**src/rtl/wb_select_stage.sv**
```systemverilog
// Registered writeback select stage: picks one of NUM_SRC sources, applies
// load-size extraction on the memory-data source, and holds the result in a
// one-entry valid/ready stage in front of the register-file write port.
// Illegal selects and $zero writes are consumed and dropped.
module wb_select_stage #(
    parameter int DATA_W        = 32,
    parameter int NUM_SRC       = 9,
    parameter int SEL_W         = 4,
    parameter int ADDR_W        = 5,
    parameter int LOAD_SRC      = 2,
    parameter int ZERO_SUPPRESS = 1
) (
    input  logic                      clk,
    input  logic                      reset_n,
    input  logic [NUM_SRC*DATA_W-1:0] src_bus,
    input  logic [SEL_W-1:0]          sel,
    input  logic [1:0]                ld_size,
    input  logic                      ld_signed,
    input  logic [ADDR_W-1:0]         dst_addr,
    input  logic                      req_valid,
    output logic                      req_ready,
    output logic                      wb_valid,
    input  logic                      wb_ready,
    output logic [DATA_W-1:0]         wb_data,
    output logic [ADDR_W-1:0]         wb_addr,
    output logic                      sel_err,
    input  logic                      err_clr,
    output logic [15:0]               wb_count
);

    typedef enum logic {
        EMPTY = 1'b0,
        FULL  = 1'b1
    } stateType;

    stateType          state;
    stateType          stateNext;
    logic [DATA_W-1:0] selData;
    logic [DATA_W-1:0] extData;
    logic              selLegal;
    logic              zeroDrop;
    logic              accept;
    logic              enqueue;
    logic              commit;

    // Widen by one bit so NUM_SRC == 2^SEL_W still compares correctly.
    assign selLegal  = ({1'b0, sel} < (SEL_W+1)'(NUM_SRC));
    assign zeroDrop  = (ZERO_SUPPRESS != 0) && (dst_addr == '0);
    assign wb_valid  = (state == FULL);
    assign req_ready = !wb_valid || wb_ready;
    assign accept    = req_valid && req_ready;
    assign enqueue   = accept && selLegal && !zeroDrop;
    assign commit    = wb_valid && wb_ready;

    // Source mux; an out-of-range select yields zero (and is never enqueued).
    always_comb begin
        // NOTE: every always_comb output gets a default first so no path leaves it unassigned and infers a latch.
        selData = '0;
        for (int i = 0; i < NUM_SRC; i++) begin
            if (sel == SEL_W'(i)) begin
                selData = src_bus[i*DATA_W +: DATA_W];
            end
        end
    end

    // Load-size extraction, only on the memory-data source.
    always_comb begin
        extData = selData;
        if (sel == SEL_W'(LOAD_SRC)) begin
            case (ld_size)
                2'b10:   extData = {{(DATA_W-8){ld_signed & selData[7]}}, selData[7:0]};
                2'b01:   extData = {{(DATA_W-16){ld_signed & selData[15]}}, selData[15:0]};
                default: extData = selData;
            endcase
        end
    end

    // State register.
    always_ff @(posedge clk or negedge reset_n) begin
        // NOTE: sequential state uses non-blocking assignments so every flop samples pre-edge values.
        if (!reset_n) begin
            state <= EMPTY;
        end else begin
            state <= stateNext;
        end
    end

    // Next state: fill on a legal accept, drain on a commit not refilled.
    always_comb begin
        stateNext = state;
        case (state)
            EMPTY:   if (enqueue) stateNext = FULL;
            FULL:    if (commit && !enqueue) stateNext = EMPTY;
            default: stateNext = EMPTY;
        endcase
    end

    // Output payload registers; a stalled entry stays frozen.
    always_ff @(posedge clk or negedge reset_n) begin
        // NOTE: the payload is reset because the visible wb_data/wb_addr must read zero after reset.
        if (!reset_n) begin
            wb_data <= '0;
            wb_addr <= '0;
        end else if (enqueue) begin
            wb_data <= extData;
            wb_addr <= dst_addr;
        end
    end

    // Sticky illegal-select flag; a new error wins over a clear.
    always_ff @(posedge clk or negedge reset_n) begin
        if (!reset_n) begin
            sel_err <= 1'b0;
        end else if (accept && !selLegal) begin
            sel_err <= 1'b1;
        end else if (err_clr) begin
            sel_err <= 1'b0;
        end
    end

    // Saturating count of completed writebacks.
    always_ff @(posedge clk or negedge reset_n) begin
        if (!reset_n) begin
            wb_count <= '0;
        end else if (commit && (wb_count != 16'hFFFF)) begin
            wb_count <= wb_count + 16'd1;
        end
    end

endmodule

```
**config.mk**
```make
export PLATFORM = sky130hd
export DESIGN_NAME = wb_select_stage
export DESIGN_NICKNAME = d
export VERILOG_FILES = /design/src/rtl/wb_select_stage.sv
export SDC_FILE = /design/constraint.sdc
export NUM_CORES = 1
export LEC_CHECK = 0
export ABC_AREA = 1
export CORE_AREA = 2 2 141 143
export DETAILED_ROUTE_END_ITERATION = 6
export DIE_AREA = 0 0 143 145
export GPL_ROUTABILITY_DRIVEN = 0
export HOLD_SLACK_MARGIN = 0.08
export MAX_ROUTING_LAYER = met4
export PLACE_DENSITY = 0.65
export SYNTH_ARGS = -nofsm -noshare
export SYNTH_HDL_FRONTEND = slang
export SYNTH_SLANG_ARGS = --single-unit
```
**constraint.sdc**
```tcl
create_clock -name clk -period 2.7 [get_ports clk]
set_input_delay 0.675 -clock clk [delete_from_list [all_inputs] [get_ports clk]]
set_output_delay 0.675 -clock clk [all_outputs]
set_load 0.05 [all_outputs]
```
==> flow_summary.json <==
{
  "layout_common_cells": "clkdlybuf4s50_1 (358), nand2_1 (306), nand3_1 (95)",
  "die_h_um": 145,
  "clock_sinks": 55,
  "port-buffer-count": 360,
  "clkTransAtPathRegs_ps": 70,
  "vias": 6979,
  "root_buffer": "clkbuf_16",
  "synthTopCellsByArea": "dfrtp_1 (27%), nand2_1 (23%), nand3_1 (9.4%), inv_1 (6.8%), nand4_1 (5.0%)",
  "fin_skew_ps": 4.250,
  "cp-endpoint": "wb_data[29]",
  "route.detailed.drc": 0,
  "cts_buffer_depth": 2,
  "yosysTopAreaCell": "dfrtp_1",
  "clock.fmax_mhz": 387.9,
  "rows": 51,
  "grt_max_degree": 27,
  "worst_slack_ps": 121.8,
  "total_power_mw": 3.961,
  "cts_tree": "done",
  "cp-startpoint": "sel[0]",
  "setup_viol": 0,
  "ys.flop_type": "dfrtp_1",
  "clk_latency_ps": 300,
  "timing.rr.end": "wb_count[13]",
  "pwr-share-comb_pct": 54.5,
  "intPower_mw": 2.292,
  "finalHoldViolCount": 0,
  "start_kind": "primary input",
  "multi_input_area_um2": 3133,
  "antenna_found_initial": 4,
  "cp_max_fo": 5,
  "initial_core_util_pct": 26.49,
  "maxSlewViolCount": 0,
  "switching_share_pct": 42.14,
  "first_pass_iters": 5,
  "core_um2": 19210,
  "ios": 361,
  "grtUsageMet3_pct": 6.238,
  "grt_pass1_wl_um": 38920,
  "layout_commonest_cell": "clkdlybuf4s50_1",
  "drive_above_1_share_pct": 10.42,
  "die-area_um2": 20740,
  "post-place-ws_ps": -296.5,
  "drv_cap": 0,
  "grtUsageMet2_pct": 43.49,
  "first_global_vias": 6929,
  "wirelength_um": 26220,
  "powerDensity_nw_per_um2": 415.8,
  "die_width_um": 143,
  "min_path_type": "in -> async",
  "rr_startpoint": "wb_count[0]",
  "yosys_warnings": 0,
  "peakVddDrop_uv": 339.3,
  "postCtsSetupBuffers": 0,
  "synth_edf_count": 0,
  "ys_ff_latch": 55,
  "ys_seq_area_share_pct": 27.05,
  "end_kind": "flip-flop",
  "antenna_left": 0,
  "syn2layout_area_growth_pct": 87.28,
  "drt_iter0_drc": 316,
  "arrival_ps": 2780,
  "grt-ovfl-total": 0,
  "critical_path_required_ps": 2900,
  "cellLeakagePower_nw": 4.352,
  "syn_area_um2": 5087,
  "ys_types": 41,
  "nFillCells": 1950,
  "status": "complete, no violations",
  "async_reset_ff_share_pct": 100.0,
  "drt-wirelength-per-cell_um": 17.40,
  "worstMarginPinSlew_ps": 615.7,
  "clkPwrFrac_pct": 16.6,
  "reg2reg_slack_ps": 580,
  "fin_crit_sh_pct": 95.49,
  "post-dp-hpwl_um": 22060,
  "finalNetCount": 1545,
  "synth_top_area_share_pct": 27.05,
  "min_period_ps": 2578,
  "syn-instance-count": 853,
  "avgSynthCellArea_um2": 5.964,
  "via_per_inst": 4.631,
  "htree_levels": 2,
  "register_area_um2": 1376,
  "met1_usage_pct": 28.48,
  "p_sw_mw": 1.669,
  "p_seq_share_pct": 28.9,
  "crit_type": "in -> reg",
  "numCtsBuffers": 5,
  "grt_most_used_layer": "met2",
  "synth_nets": 1161,
  "relSlewSlack_pct": 58.85,
  "reg2reg_depth": 13,
  "grt_use_total_pct": 25.20
}
## cell usage after synthesis, types with 2 or more instances
master and n:
nand2_1 306, nand3_1 96, inv_1 92, dfrtp_1 55, nor2_1 46, nand4_1 41, a21oi_1 34, o21ai_0 30
or2_2 29, buf_2 20, clkbuf_1 16, xor2_1 12, inv_2 9, or2_0 7, buf_4 6, nor3_1 5
o21ai_1 5, nor2_2 4, nor2_4 4, o21ai_2 4, ha_1 3, o22ai_1 3, a21boi_1 2, a2bb2oi_1 2
and2_0 2, nand2_2 2, nor4_1 2, or2_1 2, xnor2_1 2
## power groups by stage
stage | combinational, mW | sequential [mW] | clock [mW]
after floorplan | 0.495 | 1.74 | 0
after global placement | 2.15 | 1.15 | 0
after detailed placement | 2.17 | 1.15 | 0
after CTS | 2.18 | 1.14 | 0.675
after global routing | 2.29 | 1.17 | 0.703
final | 2.16 | 1.14 | 0.658
## per-stage QoR
stage          instance area [um2]  util, %  setup TNS, ps  hold slack (ps)  std cells
2_1_floorplan                 5087        -              0            379.4        853
3_3_place_gp                  9373    48.80          -5559            461.5       1495
3_5_place_dp                  9373    48.80          -5926            463.7       1495
4_1_cts                       9513    49.53              0            337.7       1503
5_1_grt                       9528    49.61         -2.469            354.3       1507
6_report                      9528    49.61              0            316.8       1507
## sequential cells by signal, summed over array words and instances, names as in the netlist
name,flops
wb_valid,1
sel_err,1
wb_addr,5
wb_count,16
wb_data,32
## critical path, cell delays in order
cell             delay, ps
clkdlybuf4s50_1        490
inv_2                   60
nand2_1                120
buf_4                  150
nor2_4                  40
inv_2                  120
buf_4                  140
nand2_1                 90
o22ai_1                260
buf_4                  180
nand4_1                120
nand2_1                110
nand4_1                100
nand2_1                 70
inv_1                   40
## what timing repair did
item | 4_1_cts | 5_1_grt
hold buffers | 0 | 0
setup endpoints to repair | 0 | 25
resized for setup | 0 | 1
hold endpoints to repair | 0 | 0
## kinds of logic after synthesis
logic type	count (synthesis)	synth area share (%)
and+or+nand+nor	550	48.70
buffers and inverters	146	11.85
AOI/OAI and AO/OA	85	9.247
DFF	55	27.05
xor gates and xnor gates	14	2.410
adders and majority gates	3	0.7379
## final cells by class
class                           count  area share (%)
Multi-Input combinational cell    652           32.88
Clock buffer                        5           1.313
Sequential cell                    55           14.45
Inverter                          102           4.018
Timing Repair Buffer              421           43.60
Tap cell                          265           3.480
Antenna cell                        4          0.1051
Clock inverter                      3          0.1576
## worst min-delay path by stage
stage | start | end | slack [ps] | depth (start not counted)
finish | reset_n | wb_count[15] | 320 | 1
CTS | reset_n | wb_count[15] | 340 | 1
detailed placement | wb_data[4] | wb_data[4] | 460 | 2
global route | reset_n | wb_count[15] | 350 | 1
global placement | wb_data[4] | wb_data[4] | 460 | 2
floorplan | reset_n | sel_err | 380 | 0
## metal layers
metal | up-vias | part of all wire, %
met5 | - | 0
met3 | 59 | 9.0
met1 | 3109 | 39
li1 | 3492 | -
met4 | 0 | 3.4
met2 | 319 | 49
No activity file was read; power rests on OpenSTA's default activity.
